### src/rtl/alu_arbiter.sv
// Round-robin arbiter sharing one combinational ALU between two requesters.
// Operands are latched on grant, the ALU is evaluated for one cycle, and the result is held until accepted.
module alu_arbiter #(
    parameter int WIDTH = 32,
    parameter int SELW  = 4
) (
    input  logic             clk,
    input  logic             rst_n,
    input  logic [1:0]       req_valid,
    output logic [1:0]       req_ready,
    input  logic [WIDTH-1:0] req0_op1,
    input  logic [WIDTH-1:0] req0_op2,
    input  logic [SELW-1:0]  req0_sel,
    input  logic [WIDTH-1:0] req1_op1,
    input  logic [WIDTH-1:0] req1_op2,
    input  logic [SELW-1:0]  req1_sel,
    output logic [1:0]       rsp_valid,
    input  logic [1:0]       rsp_ready,
    output logic [WIDTH-1:0] rsp_res,
    output logic             rsp_z,
    output logic [WIDTH-1:0] alu_op1,
    output logic [WIDTH-1:0] alu_op2,
    output logic [SELW-1:0]  alu_sel,
    input  logic [WIDTH-1:0] alu_res,
    input  logic             alu_z,
    output logic             busy,
    output logic             gnt_id
);

    localparam logic [1:0] S_IDLE = 2'd0;
    localparam logic [1:0] S_EXEC = 2'd1;
    localparam logic [1:0] S_RESP = 2'd2;

    typedef struct packed {
        logic [WIDTH-1:0] op1;
        logic [WIDTH-1:0] op2;
        logic [SELW-1:0]  sel;
    } op_t;

    op_t        req_op [2];
    op_t        op_q, op_d;
    logic [1:0] state_q, state_d;
    logic       rr_ptr_q, rr_ptr_d;
    logic       gnt_q, gnt_d;
    logic [WIDTH-1:0] res_q;
    logic       z_q;
    logic       win;
    logic       grant;

    assign req_op[0] = '{op1: req0_op1, op2: req0_op2, sel: req0_sel};
    assign req_op[1] = '{op1: req1_op1, op2: req1_op2, sel: req1_sel};

    // A lone requester always wins; the pointer only breaks ties.
    assign win   = (&req_valid) ? rr_ptr_q : req_valid[1];
    assign grant = (state_q == S_IDLE) && (|req_valid);

    // Gated by rst_n so nothing is accepted while reset is held.
    assign req_ready[0] = rst_n && grant && !win;
    assign req_ready[1] = rst_n && grant && win;

    always_comb begin
        state_d  = state_q;
        rr_ptr_d = rr_ptr_q;
        gnt_d    = gnt_q;
        op_d     = op_q;
        case (state_q)
            S_IDLE: begin
                if (grant) begin
                    state_d  = S_EXEC;
                    gnt_d    = win;
                    rr_ptr_d = ~win;
                    op_d     = req_op[win];
                end
            end
            S_EXEC: state_d = S_RESP;
            S_RESP: begin
                if (rsp_ready[gnt_q]) begin
                    state_d = S_IDLE;
                end
            end
            default: state_d = S_IDLE;
        endcase
    end

    always_ff @(posedge clk or negedge rst_n) begin
        if (!rst_n) begin
            state_q  <= S_IDLE;
            rr_ptr_q <= 1'b0;
            gnt_q    <= 1'b0;
            op_q     <= '0;
            res_q    <= '0;
            z_q      <= 1'b0;
        end else begin
            state_q  <= state_d;
            rr_ptr_q <= rr_ptr_d;
            gnt_q    <= gnt_d;
            op_q     <= op_d;
            if (state_q == S_EXEC) begin
                res_q <= alu_res;
                z_q   <= alu_z;
            end
        end
    end

    // The ALU always sees the latched operands, never the live request buses.
    assign alu_op1 = op_q.op1;
    assign alu_op2 = op_q.op2;
    assign alu_sel = op_q.sel;

    assign rsp_valid[0] = (state_q == S_RESP) && !gnt_q;
    assign rsp_valid[1] = (state_q == S_RESP) && gnt_q;
    assign rsp_res      = res_q;
    assign rsp_z        = z_q;
    assign busy         = (state_q != S_IDLE);
    assign gnt_id       = gnt_q;

endmodule

### config.mk
export PLATFORM = sky130hd
export DESIGN_NAME = alu_arbiter
export DESIGN_NICKNAME = d
export VERILOG_FILES = /design/src/rtl/alu_arbiter.sv
export SDC_FILE = /design/constraint.sdc
export NUM_CORES = 1
export LEC_CHECK = 0
export CAP_MARGIN = 20
export CORE_MARGIN = 3
export CORE_UTILIZATION = 42
export CTS_CLUSTER_SIZE = 40
export DETAILED_ROUTE_END_ITERATION = 8
export HOLD_SLACK_MARGIN = 0.02
export PLACE_DENSITY_LB_ADDON = 0.25
export SYNTH_ARGS = -nofsm -noshare
export SYNTH_HDL_FRONTEND = slang
export SYNTH_SLANG_ARGS = --single-unit
export TNS_END_PERCENT = 20
### constraint.sdc
create_clock -name clk -period 5 [get_ports clk]
set_clock_uncertainty 0.1 [all_clocks]
set_input_delay 1 -clock clk [delete_from_list [all_inputs] [get_ports clk]]
set_output_delay 1 -clock clk [all_outputs]
set_load 0.02 [all_outputs]
Word level (Yosys, flattened, before mapping)
Cells that the tools add are included.
{ "word_totals": {"regBits": 105, "word_cells": 39, "output_inout_bits": 107, "in_bits": 175, "n_memories": 0, "ram_bits": 0, "latchBits": 0, "mem_bits_ro": 0} }
{ "classes": {"n_mux": 9, "magnitude_cmp": 2, "shift": 0, "div_mod_pow": 0, "n_eq_ne": 4, "mul": 0, "n_addsub": 0, "reduce_logical": 14, "bitwise": 2} }
{ "ops": {"columns": ["operator", "n"], "rows": [
  ["$mux W68", 3],
  ["$logic_and A1 B1 Y1", 6],
  ["$pmux W2 S3", 1],
  ["$reduce_and A2 Y1", 3],
  ["$mux W2", 2],
  ["$ne A2 B2 Y1 const B", 2],
  ["$mux W1", 3],
  ["$eq A2 B1 Y1 const B", 1],
  ["$eq A2 B2 Y1 const B", 1],
  ["$ge A2 B2 Y1 const B", 1],
  ["$logic_not A1 Y1", 2],
  ["$logic_not A2 Y1", 1],
  ["$lt A1 B2 Y1 const B", 1],
  ["$not A1 Y2", 1],
  ["$reduce_bool A2 Y1", 1],
  ["$reduce_or A2 Y1", 1],
  ["$not A1 Y1", 1]
]} }

Logic depth before layout (Yosys ltp)
Gate-level depths: netlist (run 1).
{ "logic_depth": {"depth_word": 6, "mapped_depth": 7, "depth_no_buf": 4} }

Worst setup path before layout (run 1)
Ideal clock, no wire load.
{ "synth_path": {"path_kind": "input port to output port", "startpoint": "input req_valid[0]", "endpoint": "output req_ready[1]", "setup_slack_ps": 1772, "path_buffers": 2, "t_required_ps": 3900, "path_stages": 5, "t_arrival_ps": 2128, "path_cell_list": "nand2b_1 clkbuf_1 clkbuf_1 nand2_1 nor3_1"} }
{ "synth_between": {"elab_chain_cells": 4, "elab_cells_between_ends": 6, "cone_classes": "1 x mux; 5 x reduce/logical"} }
{ "synth_lines": {"columns": ["element", "line_no", "source"], "rows": [
  ["start, declared", "9", "input logic [1:0] req_valid,"],
  ["$reduce_or A2 Y1", "55", "assign grant = (state_q == S_IDLE) && (|req_valid);"],
  ["$logic_and A1 B1 Y1", "55", null],
  ["$logic_and A1 B1 Y1", "59", "assign req_ready[1] = rst_n && grant && win;"],
  ["$logic_and A1 B1 Y1 *", "59", null],
  ["end, declared", "10", "output logic [1:0] req_ready,"]
]} }
Every way passes the cells marked *; elsewhere a longest branch is shown, timed or not.

Worst setup path after layout (run 1)
{ "layout_path": {"startpoint": "input req_valid[1]", "endpoint": "output req_ready[0]"} }
{ "layout_between": {"elab_chain_cells": 4, "elab_cells_between_ends": 7, "cone_classes": "1 x mux; 6 x reduce/logical"} }
{ "layout_lines": {"columns": ["element", "line_no", "source"], "rows": [
  ["$reduce_and A2 Y1 or $reduce_or A2 Y1 (tied branches)", "54, 55", null],
  ["$mux W1 or $logic_and A1 B1 Y1 (tied branches)", "54, 55", null],
  ["$logic_not A1 Y1 or $logic_and A1 B1 Y1 (tied branches)", "58", "assign req_ready[0] = rst_n && grant && !win;"],
  ["$logic_and A1 B1 Y1 *", "58", null]
]} }
Marks and branches as above.

==> results of run 1 <==
## kinds of logic (layout without fill, tap and decap cells)
kind of cell           Yosys count  after routing  synth area share [%]
AO/OA/AOI/OAI                  208            208                 25.19
buffers and inverters           61            309                 6.115
flip-flops                     105            105                 52.84
multiplexers                    34             34                 7.700
AND/OR/NAND/NOR                 80             80                 8.153
## worst register-to-register path, delay by kind of cell, from the launching register on
family,cells,cell delay [ns]
simple gates,2,0.33
flops,1,0.42
buf+inv,1,0.67
compound gates,1,0.26
## power by group through the flow
stage / logic, uW / clock network, uW / registers, uW
final: 2780 / 813 / 1540
after global placement: 2730 / 0 / 1520
after CTS: 2790 / 826 / 1540
after floorplan: 1030 / 0 / 2030
after global routing: 2970 / 858 / 1590
after detailed placement: 2780 / 0 / 1550
## path summary, 6_finish.rpt
path                                end  cells past startpoint  slack (ns)
max                        req_ready[0]                      5        1.21
min                         rsp_res[25]                      1        0.40
max reg2reg                 alu_op2[11]                      4        3.04
min reg2reg                 rsp_res[25]                      1        0.40
max in group asynchronous    alu_op1[9]                      2        2.99
min in group asynchronous    alu_sel[3]                      1        0.52
## layout make-up
type / count / area, um^2 / area share, %
inverter: 4 / 15.01 / 0.1852
tap: 143 / 178.9 / 2.207
timing repair buffer: 289 / 2885 / 35.60
multi-input combinational: 322 / 2053 / 25.33
clock buffer: 11 / 242.7 / 2.995
clock inverter: 5 / 102.6 / 1.266
sequential: 105 / 2628 / 32.42
## sequential cells by signal, indices dropped and copies added (netlist names)
register / count
alu_op1: 32
rsp_z: 1
rr_ptr_q: 1
alu_sel: 4
rsp_res: 32
gnt_id: 1
alu_op2: 32
state_q: 2
## per-layer routing
layer  vias to the layer above  wire (um)  part of all wire (%)  track usage (%)
met5                         -          0                     0                0
met1                      2401       6651                    38            32.73
met2                       293       8779                    50            44.04
met4                         0        391                   2.2            9.155
li1                       2290          -                     -                -
met3                        29       1777                    10            6.789
## through the flow
step / hold WS [ns] / utilization, % / cells / setup WS [ns] / instance area [um^2]
floorplan: 0.3809 / - / 488 / 1.772 / 4972
global placement: 0.3863 / 67.14 / 862 / 1.271 / 7732
detailed placement: 0.3933 / 67.14 / 862 / 1.260 / 7732
CTS: 0.4092 / 70.14 / 878 / 1.260 / 8078
global route: 0.4295 / 70.38 / 879 / 1.157 / 8105
finish: 0.4038 / 70.38 / 879 / 1.209 / 8105
## layout by cell type, fill, tap and decap left out, drive strengths merged
cell type and n:
clkdlybuf4s50 279, dfrtp 105, o21ai 71, nand3 68, a21oi 68, a31oi 68
mux2 34, clkbuf 11, buf 10, inv 4, bufinv 3, nand2b 3
nor2 3, or2 1, and2 1, nand2 1, and3 1, nor3 1
and2b 1, o22ai 1, clkinvlp 1, clkinv 1
==> flow_summary_export.csv, run 1 <==
group,metric,value,unit
synthesis,ys_types,22,
floorplan,die_height,114.8,um
synthesis,synth_area_leaders,"dfrtp_1, mux2_2, a21oi_1",
setup_path,critPathMaxStageDelay,0.62,ns
setup_path,crit_path_start,"req_valid[1]",
min_path,min_from,"rsp_res[25]",
power_and_ir_drop,sw_frac_of_total,39.62,%
synthesis,yosysMostFrequentCell,"dfrtp_1",
power_and_ir_drop,p_clk_share,15.8,%
synthesis,ys_warn_count,0,
synthesis,yosysTopAreaCellShare,52.84,%
timing,rsz0062_at_grt,"false",
place,io_buffers,281,
global_routing,grt_pass1_wl,27070,um
cts,cts_tree,"built",
finish,fillers,852,
setup_path,crit_arrival,2.69,ns
timing,fmax,263.8,MHz
timing,finalMaxSlewViolations,0,
routing,routed_wl,17600,um
synthesis,synthTopCellsByCount,"dfrtp_1, a21oi_1, nand3_1, o21ai_0, a31oi_1",
floorplan,core_area,11520,um^2
power_and_ir_drop,p_total,5131,uW
power_and_ir_drop,vdd_drop_max,0.3054,mV
cts,cts_root_buf,"clkbuf_16",
synthesis,synth_top_area_cell,"dfrtp_1",
run_status,run_status,"complete, no violations",
floorplan,ios,282,
cts,post-cts-setup-buffers,0,
timing,final_hold_viol_count,0,
floorplan,die_w,114.8,um
synthesis,syn_area,4972,um^2
finish,num_antenna_cells,0,
place,dp_hpwl,11850,um
setup_path,cp_cell_sequence,"buf_2, or2_2, and2_2, and3_1, clkdlybuf4s50_1",
power_and_ir_drop,p_per_area,633.1,nW/um^2
cts,hold_buffers,0,
floorplan,die_area,13180,um^2
timing,slew_headroom,29.96,%
global_routing,antenna_found_initial,0,
cts,cts_resized,0,
power_and_ir_drop,p_sw,2033,uW
setup_path,required,3.90,ns
setup_path,r2r_start,"state_q[1]",
timing,min_period,3.791,ns
setup_path,setup.worst_path.start_class,"input pin",
power_and_ir_drop,p_int,3098,uW
synthesis,synth_edf_count,0,
floorplan,initial_core_util,43.18,%
min_path,min_path_type,"flip-flop to flip-flop",
routing,drt_first_pass_iters,5,
synthesis,syn_inst,488,
power_and_ir_drop,p_comb_share,54.2,%
setup_path,critical_path_buf_inv_count,2,
synthesis,seq_area_frac_synth,52.84,%
setup_path,critPathMaxFanout,34,
job,cap_violations,0,
routing,vias,5013,
global_routing,grt-ovfl-total,0,
setup_path,critPathTopFamily,"buffers and inverters",
global_routing,gr-usage-all-layers,26.12,%
global_routing,first_global_vias,5050,
routing,vias_per_cell,5.703,
global_routing,grt_max_degree,71,
synthesis,synthArstFlopShare,100.0,%
floorplan,fp-row-count,39,
power_and_ir_drop,leakagePower,0.003087,uW
cts,clkSlewWorstSetupHoldPaths,0.07,ns
synthesis,syn_nets,663,
timing,fin_crit_sh,75.81,%
setup_path,cpMaxStageDelayCell,"clkdlybuf4s50_1",
synthesis,ys_ff_latch,105,
setup_path,endpoint_kind,"output pin",
synthesis,synthFlopType,"dfrtp_1",
timing,setup_violations,0,
cts,clock-sinks,105,
cts,cts_buffer_depth,2,
finish,area_delta_synth_final,63.01,%
timing,setup_tns,0,ns
synthesis,syn_avg_cell_area,10.19,um^2
timing,worstMarginPinSlew,1.051,ns
routing,wl_per_cell,20.02,um
place,routabilityCongestion,0.7713,
power_and_ir_drop,seq_power_share,30.0,%
routing,first_iter_violations,369,
finish,drive_above_1_share,11.55,%
cts,insertion_delay,0.34,ns
cts,numCtsBuffers,9,
finish,final_nets,906,
routing,ant_nets,0,
setup_path,critPathKind,"input pin to output pin",
routing,drcViolationCount,0,
cts,htreeDepth,3,
No activity file was read; power rests on OpenSTA's default activity.
==> inputs of run 2 (changes only) <==
- CORE_UTILIZATION: 42 -> 39
- clock period: 5 -> 3.53 ns (I/O delays scaled with it)
==> run 2 against run 1 <==
Compared with the run above: wire length fell by 0.35%; cell count rose by 3.2%; sequential power rose by 40%; critical endpoint unchanged; largest cell class unchanged; highest routed layer unchanged.
==> flow_summary_export.csv, run 2 (synthesis gave the netlist of run 1 again) <==
group,metric,value,unit
timing,min_period,3.145,ns
setup_path,critPathTopFamily,"buffers and inverters",
global_routing,grt-ovfl-total,0,
timing,setup_tns,0,ns
timing,setup_violations,0,
cts,cts_root_buf,"clkbuf_16",
floorplan,initial_core_util,40.72,%
timing,setup_slack,0.3851,ns
routing,ant_nets,0,
routing,routed_wl,17540,um
setup_path,cp_cell_sequence,"clkdlybuf4s50_1, or2_2, and2_2, and3_1, clkdlybuf4s50_1",
setup_path,crit_path_start,"req_valid[0]",
finish,area_delta_synth_final,63.01,%
setup_path,critPathKind,"input pin to output pin",
cts,post-cts-setup-buffers,0,
global_routing,gr-usage-all-layers,24.01,%
place,dpl_worst_slack,0.3829,ns
job,cap_violations,0,
timing,worstMarginPinSlew,0.8755,ns
global_routing,grt_pass1_wl,27560,um
cts,clock-sinks,105,
place,io_buffers,281,
routing,vias,5006,
power_and_ir_drop,p_sw,2898,uW
run_status,run_status,"complete, no violations",
timing,rsz0062_at_grt,"false",
routing,drt_first_pass_iters,4,
power_and_ir_drop,p_clk_share,14.5,%
setup_path,r2r_start,"state_q[1]",
floorplan,die_w,118.9,um
setup_path,critPathMaxStageDelay,0.53,ns
floorplan,ios,282,
power_and_ir_drop,leakagePower,0.003078,uW
routing,wl_per_cell,19.34,um
timing,fin_crit_sh,89.09,%
setup_path,critical_path_buf_inv_count,2,
power_and_ir_drop,seq_power_share,30.4,%
power_and_ir_drop,p_int,4229,uW
cts,cts_buffer_depth,2,
floorplan,die_area,14140,um^2
timing,holdWs,0.3583,ns
setup_path,crit_arrival,2.34,ns
setup_path,required,2.72,ns
floorplan,fp-row-count,40,
cts,htreeDepth,3,
cts,clkSlewWorstSetupHoldPaths,0.07,ns
power_and_ir_drop,p_comb_share,55.1,%
setup_path,setup.worst_path.start_class,"input pin",
timing,slew_headroom,41.63,%
setup_path,critPathMaxFanout,3,
finish,num_antenna_cells,0,
cts,cts_resized,0,
setup_path,cp_common_cell,"clkdlybuf4s50_1",
routing,vias_per_cell,5.519,
place,routabilityCongestion,0.8154,
global_routing,grt_max_degree,71,
global_routing,first_global_vias,5006,
finish,layout_common_cells,"clkdlybuf4s50_1, dfrtp_1, nand3_1, a21oi_1, o21ai_0",
global_routing,antenna_found_initial,0,
finish,final_common_cell,"clkdlybuf4s50_1",
floorplan,core_area,12210,um^2
place,dp_hpwl,12200,um
setup_path,cpMaxStageDelayCell,"clkdlybuf4s50_1",
power_and_ir_drop,p_per_area,879.3,nW/um^2
finish,drive_above_1_share,12.04,%
timing,fmax,318.0,MHz
routing,drcViolationCount,0,
floorplan,die_height,118.9,um
routing,first_iter_violations,368,
finish,final_nets,909,
setup_path,endpoint_kind,"output pin",
min_path,min_path_type,"input pin to async pin",
cts,numCtsBuffers,9,
place,place_inst,891,
cts,insertion_delay,0.33,ns
cts,hold_buffers,0,
cts,cts_tree,"built",
timing,finalMaxSlewViolations,0,
power_and_ir_drop,sw_frac_of_total,40.67,%
timing,final_hold_viol_count,0,
finish,fin_cells,907,
power_and_ir_drop,vdd_drop_max,0.4177,mV
run 2: cell type report:
cell class,instances,area (um^2)
inverters,4,15.01
fillers,1032,4106
flip-flops and latches,105,2628
well taps,168,210.2
multi-input cells,322,2053
clock inverters,7,86.33
clock buffers,9,225.2
repair buffers,292,2888
run 2: worst paths after layout:
check	slack, ns	cells after the start	end
worst max register to register	1.45	4	alu_op1[30]
worst max-delay path	0.39	5	req_ready[0]
worst min register to register	0.41	1	rsp_res[18]
min in group clk	0.41	1	rsp_res[18]
max in group asynchronous	1.75	3	alu_op1[5]
worst min-delay path	0.36	2	alu_op1[15]
run 2: metrics by stage:
stage                     util [%]  total power [uW]  cell area (um^2)
after global placement       63.82              6034              7794
after CTS                    66.37              7192              8105
after detailed placement     63.82              6141              7794
final                        66.37              7127              8105
after floorplan                  -              4330              4972
after global routing         66.37              7530              8105
run 2: metal layers:
layer  GRT usage, %  wire (um)  vias to the layer above
met1          29.87       6772                     2405
met3          7.550       1873                       30
met4          7.820        408                        0
met5              0          0                        -
li1               -          -                     2299
met2          39.82       8484                      272
run 2: power by group through the flow:
stage / Clock (uW) / Sequential [uW] / Combinational, uW
after floorplan: 0 / 2880 / 1450
after detailed placement: 0 / 2180 / 3960
final: 1030 / 2160 / 3930
after global routing: 1100 / 2250 / 4180
after global placement: 0 / 2140 / 3890
after CTS: 1060 / 2170 / 3960
==> inputs of run 3 (changes only) <==
- CORE_AREA: unset -> 3 3 108 110
- CORE_MARGIN: 3 -> unset
- CORE_UTILIZATION: 39 -> unset
- DIE_AREA: unset -> 0 0 111 113
- DONT_BUFFER_PORTS: unset -> 1
==> run 3 against run 2 <==
Compared with the run above: global-route usage shrank 1.2 points; largest cell class is now sequential cells; cell count shrank 34%; via count shrank 23%.
==> flow_summary_export.csv, run 3 (synthesis gave the netlist of run 1 again) <==
group,metric,value,unit
setup_path,critPathMaxStageDelay,0.44,ns
cts,htreeDepth,3,
cts,insertion_delay,0.36,ns
timing,rsz0062_at_grt,"false",
place,routabilityCongestion,0.7656,
setup_path,critPathMaxFanout,32,
cts,clkSlewWorstSetupHoldPaths,0.11,ns
finish,final_nets,626,
setup_path,reg2reg_depth,5,
setup_path,required,2.72,ns
place,dpl_worst_slack,1.261,ns
global_routing,grt_max_degree,106,
global_routing,first_global_vias,3872,
floorplan,core_area,10790,um^2
finish,drive_above_1_share,18.64,%
floorplan,die_w,111,um
global_routing,gr-usage-all-layers,22.79,%
setup_path,cpMaxStageDelayCell,"dfrtp_1",
finish,design_area,5220,um^2
timing,setup_violations,0,
job,cap_violations,0,
power_and_ir_drop,vdd_drop_max,0.5009,mV
setup_path,endpoint,"req_ready[1]",
routing,drcViolationCount,0,
setup_path,crit_arrival,1.88,ns
place,io_buffers,0,
routing,ant_nets,0,
finish,area_delta_synth_final,4.982,%
run_status,run_status,"complete, no violations",
routing,wl_per_cell,24.47,um
cts,numCtsBuffers,9,
setup_path,critical_path_buf_inv_count,3,
finish,layout_common_cells,"dfrtp_1, nand3_1, a21oi_1, o21ai_0, a31oi_1",
finish,final_common_cell,"dfrtp_1",
timing,setup_slack,0.8476,ns
routing,first_iter_violations,346,
place,dp_hpwl,9718,um
floorplan,die_height,113,um
min_path,min_path_type,"input pin to async pin",
timing,setup_tns,0,ns
setup_path,ff2ff_setup_slack,1.29,ns
setup_path,crit_path_start,"state_q[1]",
setup_path,cp.depth,5,
cts,cts_resized,0,
cts,clock-sinks,105,
cts,hold_buffers,1,
cts,cts_buffer_depth,2,
setup_path,critPathKind,"flip-flop to output pin",
power_and_ir_drop,p_per_area,1074,nW/um^2
setup_path,cp_cell_sequence,"nor2_4, buf_4, inv_1, nor3_1, buf_4",
cts,cts_root_buf,"clkbuf_8",
global_routing,grt_pass1_wl,22860,um
timing,fin_crit_sh,75.99,%
timing,final_hold_viol_count,0,
routing,routed_wl,14580,um
floorplan,ios,282,
timing,holdWs,0.1341,ns
timing,min_period,2.682,ns
timing,finalMaxSlewViolations,0,
global_routing,antenna_found_initial,0,
finish,num_antenna_cells,0,
cts,post-cts-setup-buffers,0,
floorplan,fp-row-count,38,
setup_path,r2r-end,"alu_op2[29]",
global_routing,grt-ovfl-total,0,
timing,worstMarginPinSlew,1.036,ns
cts,cts_tree,"built",
floorplan,die_area,12540,um^2
timing,slew_headroom,30.86,%
timing,fmax,372.8,MHz
floorplan,initial_core_util,46.07,%
setup_path,endpoint_kind,"output pin",
routing,vias,3866,
setup_path,setup.worst_path.start_class,"flip-flop",
setup_path,r2r_start,"state_q[1]",
routing,vias_per_cell,6.487,
setup_path,critPathTopFamily,"buffers and inverters",
place,placed_cell_area,4923,um^2
power_and_ir_drop,leakagePower,0.001944,uW
routing,drt_first_pass_iters,4,
setup_path,cp_common_cell,"buf_4",
run 3: how the worst min path moves through the flow:
stage,startpoint,end,depth (start not counted)
final,rst_n,alu_op1[19],1
after detailed placement,rst_n,alu_op1[18],0
after floorplan,rst_n,alu_op1[0],0
after global placement,rst_n,alu_op1[18],0
after global routing,rst_n,alu_op1[13],1
after CTS,rst_n,alu_op1[13],1
run 3: where the power goes:
group | switching (uW) | internal, uW | leakage (uW)
sequential | 1240 | 1820 | 0.00119
clock | 433 | 479 | 0.000118
combinational | 944 | 694 | 0.000633
total | 2620 | 2990 | 0.00194
run 3: metal layers:
layer	share of wire, %	track usage [%]	up-vias
met4	3.0	9.606	0
met5	0	0	-
met1	36	27.23	1865
li1	-	-	1728
met2	50	37.46	237
met3	11	8.289	36
run 3: per-stage QoR:
step | total power, uW | utilization, % | instances
5_1_grt | 5945 | 48.37 | 596
3_3_place_gp | 4644 | 45.62 | 578
6_report | 5607 | 48.37 | 596
3_5_place_dp | 4718 | 45.62 | 578
2_1_floorplan | 4330 | - | 488
4_1_cts | 5653 | 48.18 | 595
run 3: final cells by class:
class	count	area, um^2
fillers	1039	5573
flip-flops and latches	105	2628
multi-input cells	322	2053
well taps	140	175.2
clock inverters	7	125.1
clock buffers	9	123.9
repair buffers	9	100.1
inverters	4	15.01
